===== config.mk =====
export PLATFORM = sky130hd
export DESIGN_NAME = cpu_run_ctrl
export DESIGN_NICKNAME = d
export VERILOG_FILES = /design/src/rtl/cpu_run_ctrl.sv
export SDC_FILE = /design/constraint.sdc
export NUM_CORES = 1
export LEC_CHECK = 0
export BUFFER_PORTS_ARGS = -buffer_cell sky130_fd_sc_hd__buf_4
export CAP_MARGIN = 40
export CORE_ASPECT_RATIO = 2
export CORE_MARGIN = 3
export CORE_UTILIZATION = 61
export CTS_BUF_LIST = sky130_fd_sc_hd__clkbuf_4 sky130_fd_sc_hd__clkbuf_8 sky130_fd_sc_hd__clkbuf_16
export CTS_CLUSTER_SIZE = 8
export DETAILED_ROUTE_END_ITERATION = 10
export PLACE_DENSITY = 0.79
export SLEW_MARGIN = 0
export SYNTH_ARGS = -nofsm -noshare
export SYNTH_HDL_FRONTEND = slang
export SYNTH_SLANG_ARGS = --single-unit

===== constraint.sdc =====
create_clock -name clk -period 4.1 [get_ports clk]
set_clock_uncertainty 0.05 [all_clocks]
set_input_delay 0 -clock clk [delete_from_list [all_inputs] [get_ports clk]]
set_output_delay 0 -clock clk [all_outputs]
set_load 0.005 [all_outputs]

===== src/rtl/cpu_run_ctrl.sv =====
// Run-control and trace unit for the multi-cycle CPU: gates CPU progress through
// a clock enable (free-run, run-N, step, run-to-break) and keeps a circular fetch trace.
//
// state     | meaning
// ST_IDLE   | out of reset, CPU held, waiting for start
// ST_RUN    | CPU enabled unless halt_req or a breakpoint blocks this cycle
// ST_HALTED | stopped; halt_cause says why, start relaunches
module cpu_run_ctrl #(
    parameter int          ADDR_W      = 32,
    parameter int          OP_W        = 32,
    parameter int          STATE_W     = 5,
    parameter int unsigned FETCH_STATE = 0,
    parameter int          CYCLE_W     = 16,
    parameter int          TRACE_DEPTH = 16
) (
    input  logic                           clk,
    input  logic                           rst_n,
    input  logic [1:0]                     mode,
    input  logic                           start,
    input  logic                           halt_req,
    input  logic [CYCLE_W-1:0]             run_cycles,
    input  logic                           bp_en,
    input  logic [ADDR_W-1:0]              bp_addr,
    input  logic                           trace_clr,
    input  logic [ADDR_W-1:0]              cpu_pc,
    input  logic [OP_W-1:0]                cpu_op,
    input  logic [STATE_W-1:0]             cpu_state,
    output logic                           cpu_clk_en,
    output logic                           running,
    output logic                           done,
    output logic [1:0]                     halt_cause,
    output logic [CYCLE_W-1:0]             cycle_count,
    input  logic [$clog2(TRACE_DEPTH)-1:0] trace_rd_idx,
    output logic [ADDR_W-1:0]              trace_rd_pc,
    output logic [OP_W-1:0]                trace_rd_op,
    output logic [$clog2(TRACE_DEPTH):0]   trace_count,
    output logic                           trace_wrapped
);

    localparam int IDX_W = $clog2(TRACE_DEPTH);
    localparam logic [STATE_W-1:0] FETCH_ST = STATE_W'(FETCH_STATE);
    localparam logic [IDX_W:0]     FULL_CNT = (IDX_W+1)'(TRACE_DEPTH);

    typedef enum logic [1:0] {ST_IDLE, ST_RUN, ST_HALTED} state_t;

    state_t               r_state, w_state_nxt;
    logic [1:0]           r_mode;
    logic [CYCLE_W-1:0]   r_budget;
    logic [CYCLE_W-1:0]   r_count;
    logic [1:0]           r_cause, w_cause_nxt;
    logic                 r_skip;
    logic                 r_done;
    logic                 w_launch;
    logic                 w_enter_halt;
    logic                 w_fetch;
    logic                 w_bp_hit;
    logic                 w_en;
    logic                 w_budget_mode;
    logic                 w_trace_wr;

    logic [IDX_W-1:0]     r_wr_ptr;
    logic [IDX_W:0]       r_trace_count;
    logic                 r_wrapped;
    logic [IDX_W-1:0]     w_rd_addr;
    logic [ADDR_W-1:0]    r_trace_pc [TRACE_DEPTH];
    logic [OP_W-1:0]      r_trace_op [TRACE_DEPTH];

    // resume_skip masks the breakpoint until the first enabled cycle after a start,
    // so a run parked on a breakpoint can fetch past it.
    assign w_fetch       = (cpu_state == FETCH_ST);
    assign w_bp_hit      = bp_en && (r_mode != 2'd2) && w_fetch && (cpu_pc == bp_addr) && !r_skip;
    assign w_en          = (r_state == ST_RUN) && !halt_req && !w_bp_hit;
    assign w_budget_mode = (r_mode == 2'd1) || (r_mode == 2'd2);
    assign w_trace_wr    = w_en && w_fetch;

    always_comb begin
        w_state_nxt  = r_state;
        w_cause_nxt  = r_cause;
        w_launch     = 1'b0;
        w_enter_halt = 1'b0;
        case (r_state)
            ST_IDLE, ST_HALTED: begin
                if (start) begin
                    w_launch    = 1'b1;
                    w_cause_nxt = 2'd0;
                    if (mode == 2'd1 && run_cycles == '0) begin
                        w_state_nxt  = ST_HALTED;
                        w_cause_nxt  = 2'd1;
                        w_enter_halt = 1'b1;
                    end else begin
                        w_state_nxt = ST_RUN;
                    end
                end
            end
            ST_RUN: begin
                if (halt_req) begin
                    w_state_nxt  = ST_HALTED;
                    w_cause_nxt  = 2'd3;
                    w_enter_halt = 1'b1;
                end else if (w_bp_hit) begin
                    w_state_nxt  = ST_HALTED;
                    w_cause_nxt  = 2'd2;
                    w_enter_halt = 1'b1;
                end else if (w_budget_mode && r_budget == CYCLE_W'(1)) begin
                    w_state_nxt  = ST_HALTED;
                    w_cause_nxt  = 2'd1;
                    w_enter_halt = 1'b1;
                end
            end
            default: w_state_nxt = ST_IDLE;
        endcase
    end

    always_ff @(posedge clk or negedge rst_n) begin
        if (!rst_n) begin
            r_state  <= ST_IDLE;
            r_mode   <= 2'd0;
            r_budget <= '0;
            r_count  <= '0;
            r_cause  <= 2'd0;
            r_skip   <= 1'b0;
            r_done   <= 1'b0;
        end else begin
            r_state <= w_state_nxt;
            r_cause <= w_cause_nxt;
            r_done  <= w_enter_halt;
            if (w_launch) begin
                r_mode   <= mode;
                r_budget <= (mode == 2'd2) ? CYCLE_W'(1) : run_cycles;
                r_count  <= '0;
                r_skip   <= 1'b1;
            end else if (w_en) begin
                r_skip <= 1'b0;
                if (r_count != '1)
                    r_count <= r_count + CYCLE_W'(1);
                if (w_budget_mode)
                    r_budget <= r_budget - CYCLE_W'(1);
            end
        end
    end

    // A clear coinciding with a fetch wins; the fetch is dropped.
    always_ff @(posedge clk or negedge rst_n) begin
        if (!rst_n) begin
            r_wr_ptr      <= '0;
            r_trace_count <= '0;
            r_wrapped     <= 1'b0;
        end else if (trace_clr) begin
            r_wr_ptr      <= '0;
            r_trace_count <= '0;
            r_wrapped     <= 1'b0;
        end else if (w_trace_wr) begin
            r_wr_ptr <= r_wr_ptr + IDX_W'(1);
            if (r_trace_count == FULL_CNT)
                r_wrapped <= 1'b1;
            else
                r_trace_count <= r_trace_count + (IDX_W+1)'(1);
        end
    end

    always_ff @(posedge clk) begin
        if (w_trace_wr && !trace_clr) begin
            r_trace_pc[r_wr_ptr] <= cpu_pc;
            r_trace_op[r_wr_ptr] <= cpu_op;
        end
    end

    // Once wrapped, the write pointer sits on the oldest entry.
    assign w_rd_addr     = (r_wrapped ? r_wr_ptr : '0) + trace_rd_idx;
    assign trace_rd_pc   = r_trace_pc[w_rd_addr];
    assign trace_rd_op   = r_trace_op[w_rd_addr];
    assign trace_count   = r_trace_count;
    assign trace_wrapped = r_wrapped;

    assign cpu_clk_en  = w_en;
    assign running     = (r_state == ST_RUN);
    assign done        = r_done;
    assign halt_cause  = r_cause;
    assign cycle_count = r_count;

endmodule


======== Word level (Yosys, flattened, before mapping) ========
Memory sizes are Yosys's and may differ from the RTL's.
Index checks and enable logic that the tools add are counted.
storage, ports and cells
  bits in registers ....................... 50
  bits in writable memories ............... 1024
  input port bits ......................... 129
  output and inout port bits .............. 91
  word-level logic and storage cells ...... 102
  memories kept ........................... 2
operators by class
  $add $sub $neg .......................... 5
  equality and inequality tests ........... 14
  mux-type cells .......................... 40
  reduce and logical (&&, ||, !) cells .... 31
memory list
  memory      depth  width  rd ports  clocked after memory_dff  write ports  line  source
  r_trace_op  16     32     1         0                         1            66    logic [OP_W-1:0] r_trace_op [TRACE_DEPTH];
  r_trace_pc  16     32     1         0                         1            65    logic [ADDR_W-1:0] r_trace_pc [TRACE_DEPTH];
operators with widths
  kind                                                                     count
  16-bit two-way mux                                                       7
  32-bit equality test                                                     1
  2-bit two-way mux                                                        9
  16-bit by 1-bit adder with 16-bit output (second input constant)         1
  16-bit by 1-bit equality test with 1-bit output (second input constant)  1
  16-bit logical NOT                                                       1
  16-bit inequality test (second input constant)                           1
  16-bit by 1-bit subtractor with 16-bit output (second input constant)    1
  1-bit two-way mux                                                        15
  5-bit two-way mux                                                        3
  4-bit two-way mux                                                        3
  2-bit nonzero test                                                       6
  1-bit logical AND                                                        10
  2-bit AND reduction                                                      5
  2-bit case mux with 2 select lines                                       2
  2-bit by 1-bit equality test with 1-bit output (second input constant)   3
  2-bit equality test (second input constant)                              3
  2-bit inequality test (second input constant)                            3
  5-bit by 1-bit adder with 5-bit output (second input constant)           1
  5-bit equality test (second input constant)                              1
  5-bit logical NOT                                                        1
  4-bit by 1-bit adder with 4-bit output (second input constant)           1
  4-bit adder                                                              1
  1-bit logical NOT                                                        4
  other kinds (6)                                                          6

======== Longest topological paths before layout ========
  depth in word-level cells ............... 11
  depth in mapped cells ................... 10
  depth with buffers taken out ............ 8

======== Least setup slack after synthesis ========
OpenSTA, ideal clock, no wires.
  kind .................................... register to register
  from .................................... register r_state[1]
  to ...................................... memory r_trace_op[10][0] (enable)
  library setup time ...................... 0.429 ns
  arrival time ............................ 3.034 ns
  data required time ...................... 3.621 ns
  slack ................................... 0.586 ns
  cell stages (with the launch flop) ...... 7
  buffers on the path ..................... 1
  clock period less this slack ............ 3.514 ns
  path through ............................ dfrtp_1 nand2b_1 nor2_1 nand2_1 a31oi_1 clkbuf_1 and3_1
between the ends
  cells in the longest elaborated chain, start to end .. 7
ends and longest elaborated chain
  what                                            line  source
  start: declaration                              46    state_t r_state, w_state_nxt;
  start signal: assignment                        124   r_state <= w_state_nxt;
  2-bit by 1-bit equality test with 1-bit output  72    assign w_en = (r_state == ST_RUN) && !halt_req && !w_bp_hit;
  1-bit logical AND (2 in series)                 72
  1-bit logical AND                               74    assign w_trace_wr = w_en && w_fetch;
  1-bit logical AND                               162   if (w_trace_wr && !trace_clr) begin
  1-bit two-way mux                               162
  1-bit two-way mux (not written as such)         164   r_trace_op[r_wr_ptr] <= cpu_op;
  end: declaration                                66
No other way between the ends.

======== Worst setup path in the final report ========
  from .................................... register r_wrapped (netlist: trace_wrapped)
  to ...................................... output port trace_rd_pc[5]
between the ends
  cells in the longest elaborated chain, start to end .. 3
ends and longest elaborated chain
  what                      line  source
  start: declaration        63    logic r_wrapped;
  start signal: assignment  147   r_wrapped <= 1'b0;
  start signal: assignment  151   r_wrapped <= 1'b0;
  start signal: assignment  155   r_wrapped <= 1'b1;
  4-bit two-way mux         169   assign w_rd_addr = (r_wrapped ? r_wr_ptr : '0) + trace_rd_idx;
  4-bit adder               169
  memory read 16 x 32 bit   -
  end: declaration          34    output logic [ADDR_W-1:0] trace_rd_pc,
No other way between the ends.

==> impl_metrics.tcl <==
set metrics [dict create \
    hold_class "in2reg" \
    clk_path_buf_depth 3 \
    timing.final.ws_setup_ns 0.130 \
    path_clk_slew_ns 0.05 \
    dr.pass1.iters 5 \
    grt_pass1_wl_um 174000 \
    yosys_warnings 0 \
    final_common_cell "edfxtp_1" \
    grt_pass1_vias 26708 \
    yosys.area.top_type "edfxtp_1" \
    regArea_mm2 0.0320 \
    multiInputGateArea_mm2 0.0101 \
    cts-buffers-inserted 152 \
    arrival_ns 3.92 \
    clk_latency_ns 0.71 \
    setup_tns_ns 0 \
    cp-start-kind "register" \
    fin_util_pct 74.8 \
    final_cells 3587 \
    floorplan.rows 136 \
    detail-route-antenna-nets 0 \
    p_per_area_mw_per_mm2 495 \
    clock-root-buffer "clkbuf_16" \
    dp_cells 3261 \
    rsz0062_at_grt "false" \
    relSlewSlack_pct 43.7 \
    start_util_pct 61.7 \
    fin_nets 2790 \
    die_h_um 379 \
    dp_slack_ns 0.667 \
    seq_area_frac_synth_pct 75.4 \
    period_needed_ns 3.97 \
    synth_cell_types 66 \
    vdd_ir_drop_max_uv 451 \
    leakage_nw 17.6 \
    grt_usage_pct 33.4 \
    gr-usage-met2_pct 55.8 \
    wire_per_inst_um 33.0 \
    use_met3_pct 6.49 \
    gp_congestion 0.993 \
    worst_slew_pin_slew_ns 0.844 \
    post_drt_via_cell_ratio 6.91 \
    synth_area_leaders "edfxtp_1 (72%), mux4_2 (14%), dfrtp_1 (2.9%)" \
    grt_max_degree 103 \
    avgSynthCellArea_um2 19.4 \
    ys.flop_type "edfxtp_1" \
    max_cap_violations 0 \
    final_cell_mix "edfxtp_1 (1024), nand2_1 (306), buf_4 (262), mux4_2 (256), clkbuf_16 (156)" \
    fill_cells 3600 \
    busiest_layer "met2" \
    fin_area_mm2 0.0514 \
    synthArstFlopShare_pct 4.66 \
    core_mm2 0.0687 \
    end_kind "output port" \
    drt_iter0_markers 2853 \
    placed_area_mm2 0.0458 \
    antenna_found_initial 2 \
    area_growth_pct 21.2 \
    cp_max_fo 58 \
    overflow 0 \
    grt_use_met1_pct 40.1 \
    io_pins 220 \
    vias 24775 \
    path_class "reg2out" \
    p_total_mw 25.5 \
    die-area_mm2 0.0730 \
    cts.sinks 1074 \
    synth_edf_count 1024 \
    port_buffers 219 \
    syn-num-nets 2326 \
    synth_top_area_share_pct 72.5 \
    status "finished, final reports clean" \
    synth-seq-cells 1074 \
    fin_crit_sh_pct 96.8 \
    drt-total-wl_um 118000 \
    slew_viol_final 0 \
    finalSetupViolations 0 \
    die_w_um 192 \
    post_route_cells_drive_above_1_share_pct 29.7 \
    syn_area_mm2 0.0424 \
    max_freq_mhz 252 \
    cp.required_ns 4.05 \
    drcViolationCount 0 \
    ctsHtreeMaxLevel 4 \
    whs_ns 0.0814 \
    cts_tree "done" \
    synth_cells 2183 \
    final-hold-violation-count 0 \
    place_hpwl_um 62100 \
]
## layout make-up
| class | count | share of cell area, % |
|---|---|---|
| Antenna cell | 2 | 0.00973 |
| Clock buffer | 185 | 8.01 |
| Clock inverter | 10 | 0.207 |
| Inverter | 14 | 0.102 |
| Multi-Input combinational cell | 981 | 19.5 |
| Sequential cell | 1074 | 62.2 |
| Tap cell | 897 | 2.18 |
| Timing Repair Buffer | 424 | 7.73 |
## where the power goes
| part | internal (mW) | switching [mW] | leakage, nW |
|---|---|---|---|
| sequential | 12.1 | 0.108 | 9.85 |
| combinational | 0.812 | 1.06 | 5.63 |
| clock | 6.96 | 4.39 | 2.11 |
## synthesized netlist by cell type (3+ instances only)
library cell and n:
xnor2_1 4, mux4_2 256, nor2b_1 3, nand2_1 306, nor3_1 9, or2_2 3
dfrtp_1 50, clkbuf_1 74, or4_1 12, nand4b_1 3, nor3_2 3, nor4_1 22
o21ai_0 8, xor2_1 35, nand2b_1 12, inv_1 14, nor2_1 16, ha_1 13
and4_1 5, and2_1 3, o31ai_1 8, nand4_1 4, or3_1 3, nor3b_1 3
edfxtp_1 1024, mux2i_1 12, a31oi_1 69, nand3_1 17, buf_2 29, and3_1 88
o211ai_1 8, buf_1 6, a21oi_1 18
## worst max-delay path, cell delays in order, from the launching register on
cell     delay (ns)
dfrtp_1        0.42
and2_1         0.20
ha_4           0.15
inv_1          0.06
fa_4           0.88
buf_12         0.14
buf_16         0.29
mux4_2         0.40
nand2_1        0.10
and3_1         0.31
a31oi_1        0.07
buf_4          0.16
## path summary, 6_finish.rpt
path                       slack [ns]           from  cells past startpoint                end
max                              0.13  trace_wrapped                     11     trace_rd_pc[5]
min                              0.08  run_cycles[4]                      3        r_budget[4]
max reg2reg                      0.24     r_state[1]                      8  r_trace_op[12][1]
min reg2reg                      0.45         r_skip                      1             r_skip
max in group asynchronous        3.38          rst_n                      4        r_wr_ptr[0]
min in group asynchronous        0.31          rst_n                      4       r_budget[12]
## cell families after synthesis
group / after synthesis / share of synthesized area, %
xor gates and xnor gates: 39 / 0.805
buffers and inverters: 128 / 1.33
adders and majority gates: 14 / 0.431
and+or+nand+nor: 524 / 5.97
muxes: 270 / 13.9
AOI/OAI and AO/OA: 134 / 2.12
DFF: 1074 / 75.4
## flip-flops by register name, indices dropped and copies added (netlist names)
name	cells
halt_cause	2
r_mode	2
r_trace_op	512
r_trace_pc	512
done	1
trace_count	5
trace_wrapped	1
r_budget	16
cycle_count	16
r_wr_ptr	4
r_state	2
r_skip	1
## metal layers
layer | vias to the layer above | routed length, um
li1 | 9755 | -
met1 | 12481 | 37700
met2 | 2007 | 61200
met3 | 532 | 11000
met4 | 0 | 8390
met5 | - | 0
## repair_timing
item	in CTS	in global routing
setup buffers	4	0
resized for setup	1	5
hold endpoints to repair	1140	0
endpoints found under the setup margin	15	8
hold buffers	125	0
pin swaps	1	0
No activity file was read; power rests on OpenSTA's default activity.
